--- config.mk ---
export PLATFORM = sky130hd
export DESIGN_NAME = ifetch
export DESIGN_NICKNAME = d
export VERILOG_FILES = /design/src/rtl/ifetch.sv
export SDC_FILE = /design/constraint.sdc
export NUM_CORES = 1
export LEC_CHECK = 0
export ABC_AREA = 1
export BUFFER_PORTS_ARGS = -buffer_cell sky130_fd_sc_hd__buf_2
export CAP_MARGIN = 25
export CORE_ASPECT_RATIO = 2
export CORE_MARGIN = 2
export CORE_UTILIZATION = 52
export CTS_CLUSTER_DIAMETER = 200
export DETAILED_ROUTE_END_ITERATION = 6
export GPL_TIMING_DRIVEN = 0
export PLACE_DENSITY = 0.86
export SYNTH_ARGS = -nofsm -noshare
export SYNTH_HDL_FRONTEND = slang
export SYNTH_SLANG_ARGS = --single-unit
--- constraint.sdc ---
create_clock -name clock -period 9 [get_ports clock]
set_input_delay 0.9 -clock clock [delete_from_list [all_inputs] [get_ports clock]]
set_output_delay 0.9 -clock clock [all_outputs]
set_load 0.02 [all_outputs]
--- src/rtl/ifetch.sv ---
// ifetch: single-outstanding instruction fetch with held instruction register and decoded fields.
// Optional IFETCH_REUSE_EN: re-present the held instruction without a memory access while the PC is unchanged.
module ifetch #(
    parameter int TIMEOUT = 255,
    parameter int CNT_W = 10
) (
    input  logic        clock,
    input  logic        reset,
    input  logic [31:0] pc,
    input  logic        advance,
    input  logic        flush,
    output logic        mem_req,
    output logic [31:0] mem_addr,
    input  logic        mem_ack,
    input  logic        mem_rvalid,
    input  logic [31:0] mem_rdata,
    input  logic        mem_err,
    output logic [31:0] inst,
    output logic [31:0] inst_pc,
    output logic        inst_valid,
    output logic [5:0]  opcode,
    output logic [4:0]  rc,
    output logic [4:0]  ra,
    output logic [4:0]  rb,
    output logic [15:0] id,
    output logic        fetch_fault,
    output logic        stall
);
    typedef enum logic [1:0] {IDLE, REQ, WAIT, HOLD} state_t;
    state_t state, state_d;
    logic [31:0] pc_al, mem_addr_d, inst_d, inst_pc_d;
    logic inst_valid_d, fetch_fault_d, drop_pending, drop_pending_d, req_flushed, req_flushed_d;
    logic capture, timeout, reuse_hit;
    logic [CNT_W-1:0] cnt, cnt_d;
    assign pc_al = pc & 32'hFFFF_FFFC;
    assign mem_req = state == REQ;
    assign stall = ~inst_valid;
    assign opcode = inst[31:26];
    assign rc = inst[25:21];
    assign ra = inst[20:16];
    assign rb = inst[15:11];
    assign id = inst[15:0];
    // a response belongs to the live request only if nothing stale is pending and no flush hit it
    assign capture = mem_rvalid && !drop_pending && !flush && !req_flushed &&
                     (state == WAIT || (state == REQ && mem_ack));
    assign timeout = state == WAIT && !mem_rvalid && !flush && cnt == CNT_W'(TIMEOUT - 1);
`ifdef IFETCH_REUSE_EN
    logic reuse_ok;
    always_ff @(posedge clock or posedge reset)
        if (reset) reuse_ok <= 1'b0;
        else reuse_ok <= flush ? 1'b0 : capture ? !mem_err : timeout ? 1'b0 : reuse_ok;
    assign reuse_hit = reuse_ok && pc_al == inst_pc;
`else
    assign reuse_hit = 1'b0;
`endif
    always_comb begin
        state_d = state;
        mem_addr_d = mem_addr;
        inst_d = inst;
        inst_pc_d = inst_pc;
        inst_valid_d = inst_valid;
        fetch_fault_d = fetch_fault;
        drop_pending_d = drop_pending && !mem_rvalid;
        req_flushed_d = req_flushed;
        cnt_d = '0;
        case (state)
            IDLE:
                if (!flush && reuse_hit) begin
                    state_d = HOLD;
                    inst_valid_d = 1'b1;
                end else if (!flush && !drop_pending) begin
                    state_d = REQ;
                    mem_addr_d = pc_al;
                end
            REQ:
                if (mem_ack) begin
                    state_d = (req_flushed || flush) ? IDLE : capture ? HOLD : WAIT;
                    drop_pending_d = (req_flushed || flush) && !mem_rvalid;
                    req_flushed_d = 1'b0;
                end else begin
                    req_flushed_d = req_flushed || flush;
                end
            WAIT:
                if (flush) begin
                    state_d = IDLE;
                    drop_pending_d = !mem_rvalid;
                end else if (capture || timeout) begin
                    state_d = HOLD;
                end else begin
                    cnt_d = cnt + CNT_W'(1);
                end
            HOLD:
                if (flush || advance) state_d = IDLE;
        endcase
        if (capture || timeout) begin
            inst_d = (mem_rvalid && !mem_err) ? mem_rdata : '0;
            inst_pc_d = mem_addr;
            inst_valid_d = 1'b1;
            fetch_fault_d = !mem_rvalid || mem_err;
        end
        if (state == HOLD && advance) begin
            inst_valid_d = 1'b0;
            fetch_fault_d = 1'b0;
        end
        if (timeout) drop_pending_d = 1'b1;
        if (flush) begin
            inst_valid_d = 1'b0;
            fetch_fault_d = 1'b0;
        end
    end
    always_ff @(posedge clock or posedge reset)
        if (reset) begin
            state <= IDLE;
            mem_addr <= '0;
            inst <= '0;
            inst_pc <= '0;
            inst_valid <= 1'b0;
            fetch_fault <= 1'b0;
            drop_pending <= 1'b0;
            req_flushed <= 1'b0;
            cnt <= '0;
        end else begin
            state <= state_d;
            mem_addr <= mem_addr_d;
            inst <= inst_d;
            inst_pc <= inst_pc_d;
            inst_valid <= inst_valid_d;
            fetch_fault <= fetch_fault_d;
            drop_pending <= drop_pending_d;
            req_flushed <= req_flushed_d;
            cnt <= cnt_d;
        end
endmodule
==> metrics.txt <==
status=completed; final instance area=6400 um2; Critical Path Fanout Max=5; DR pass1 iterations=4; Chip Width=72.9 um; vias per inst=between 4 and 5; hold path start=inst_pc[13]$_DFFE_PP0P_; vias in the first global route=4,024; Die Y=approximately 140 um; hold_buf cts=0; Final Util=0.687; post-synthesis adder-cell area fraction=0.0178; endpoints failing hold=0; Power Dens Cells=374 nW/um2; WHS Path Cells=2; Max Clock Skew=0.0100 ns; Final Max Slew Viols=0; Core Footprint=9320 um2; Post-DP Area=6110 um2; maximum clock rate=0.447 GHz; first-pass GRT wire length=approximately 19 mm; Worst R2R Setup Slack=7.18 ns; synthesized area per cell=between 9 and 10 um2; Synth area leader=dfrtp_1; Max VDD drop=246 uV; GRT Util Overall=0.231; TritonCTS clock tree=done; slew of the pin with the lowest slew margin=0.666 ns; sw power=1.03 mW; fin worst setup slack=6.77 ns; post_cts resized=0; Netlist Area Pre-Place=4930 um2; register area share after synthesis=0.548; largest family of logic cells by synthesized area=simple AND/OR/NAND/NOR gates; relative slew slack=0.556; largest net degree at the start of global routing=57; terminus of the critical flop-to-flop path=inst[15]$_DFFE_PP0P_; Rows=50; DRC violations left=0; layout cell share with drive strength beyond 1=0.465; startpoint types=flop; top-area cell type share of the netlist area=0.548; n_diodes=0; fillers=713; Initial Utilization=0.529; Endpoint, Worst Hold=inst_pc[13]$_DFFE_PP0P_; CTS H-Tree Depth=3; WS Path Type=flop to output pin; nature of the critical path endpoint=output pin; CTS Buffer Depth=2; Post-Synthesis Cells=between 500 and 600; RePlAce Congestion=0.900; synthesized-area fraction occupied by ao, oa, aoi and oai cells=0.0104; Clk pwr share=0.160; number of synthesized register bits=108; via count=4,044; final setup vio count=0; Initial DRC Count=180; count leader, synth=nand2_1; setup TNS=0 ns; total CTS buffers=9; final worst-path cycle share=0.248; fin crit period=2.23 ns; RSZ-0062 raised after global routing=false; CTS Sinks=approximately 110; Post-CTS Setup Inserts=0; die area=about 10,000 um2; post-synth cell types=26; GR Overflow Total=0; Area contributors post-synth=dfrtp_1 (55%), nand2_1 (14%), mux2_2 (6.9%); leakage power=3.68 nW; Seq pwr share=0.358; ys async rst share=1.00; Area Overhead vs Synth=29.9%; root buf cell=clkbuf_16; Sw Share=0.431; Final nets=797; combinational share of power=0.482; synth cell count leaders=nand2_1 (187), dfrtp_1 (108), buf_4 (42); worst r2r path cells=10; FF-to-FF Start=state[1]$_DFFE_PP0P_; clock slew at reported path FFs=0.07 ns; port bufs=~200; mux share of post-synthesis cell area=0.0685; dominant synthesized flop cell=dfrtp_1; Ports=208; antenna-violating nets left=0; Internal Power=1.36 mW; EDFF count, synth=0; worst hold path type=flop to flop; Final HPWL DP=9.16 mm; XOR/XNOR share of the synthesized area=0.00533; YS warnings=0; total wire length=11.7 mm; initial antenna violation count=0; Max-cap violations=0; hold slack=0.476 ns; Synth Area in Simple Gates=0.236; worst path required time=8.10 ns; clock latency on the worst-skew pair=0.34 ns; Setup WS pre-CTS=6.83 ns; WL/cell=14.2 um; worst path arrival time=1.33 ns
## state kept, by name, summed over array words and instances (netlist names)
name          cells
inst_pc          30
fetch_fault       1
mem_addr         30
cnt              10
drop_pending      1
req_flushed       1
inst_valid        1
state             2
inst             32
## cell families after synthesis
group,after synthesis
AND/OR/NAND/NOR,261
flip-flops,108
buffers and inverters,83
multiplexers,30
AO/OA/AOI/OAI,10
adder cells (fa/ha/maj),7
XOR/XNOR,3
other,1
## how the worst max path moves through the flow
| stage | slack [ns] | startpoint | to | depth (start not counted) |
|---|---|---|---|---|
| floorplan | 5.25 | reset | cnt[0]$_DFF_PP0_ | 1 |
| global placement | 4.19 | reset | mem_addr[23]$_DFFE_PP0P_ | 2 |
| detailed placement | 6.83 | mem_rvalid | inst[13]$_DFFE_PP0P_ | 6 |
| CTS | 6.77 | state[1]$_DFFE_PP0P_ | mem_req | 3 |
| global route | 6.71 | state[1]$_DFFE_PP0P_ | mem_req | 3 |
| finish | 6.77 | state[1]$_DFFE_PP0P_ | mem_req | 3 |
## metal layers
metal	global-route usage	vias to the layer above	share of wire
li1	-	1968	-
met1	0.240	1882	0.35
met2	0.417	148	0.56
met3	0.0355	46	0.041
met4	0.147	0	0.055
met5	0	-	0
## power by group through the flow
stage | Combinational (mW) | Clock (mW) | Sequential, mW
5_1_grt | 1.25 | 0.408 | 0.884
4_1_cts | 1.17 | 0.393 | 0.856
3_5_place_dp | 1.16 | 0 | 0.862
6_report | 1.15 | 0.384 | 0.856
3_3_place_gp | 1.13 | 0 | 0.848
2_1_floorplan | 0.518 | 0 | 1.09
## layout make-up
| class | instances | area [um2] | area share |
|---|---|---|---|
| repair buffers | 202 | 1030 | 0.161 |
| multi-input cells | 315 | 1680 | 0.263 |
| clock inverters | 5 | 43.8 | 0.00684 |
| clock buffers | 11 | 253 | 0.0395 |
| plain buffers | 61 | 473 | 0.0738 |
| inverters | 22 | 85.1 | 0.0133 |
| flip-flops and latches | 108 | 2700 | 0.422 |
| well taps | 104 | 130 | 0.0203 |
## cell usage in the layout, fill, tap and decap left out
master,n
conb_1,4
buf_4,42
buf_2,213
xnor2_1,2
inv_6,1
ha_1,7
nor2_1,23
clkbuf_16,9
nor2_4,1
nand3_1,21
nand3_2,21
nand4_1,1
nand2_1,187
inv_1,19
xor2_1,1
inv_4,1
mux2_2,30
buf_6,3
a21oi_1,4
clkinv_4,1
clkbuf_8,2
inv_8,1
inv_2,2
nor2_2,1
clkbuf_1,1
clkinvlp_4,2
nor3_1,3
nand2_4,1
buf_12,3
o22ai_1,1
dfrtp_1,108
o21ai_0,5
nand2_2,2
buf_16,1
## stage by stage
step	std cells	total power [mW]
2_1_floorplan	506	1.61
3_3_place_gp	811	1.98
3_5_place_dp	812	2.02
4_1_cts	828	2.41
5_1_grt	828	2.54
6_report	828	2.40
## worst max-delay path, stage by stage (launching register included)
cell	delay, ns
dfrtp_1	0.42
inv_1	0.12
ha_1	0.25
buf_2	0.20
(Power assumes the default switching activity.)
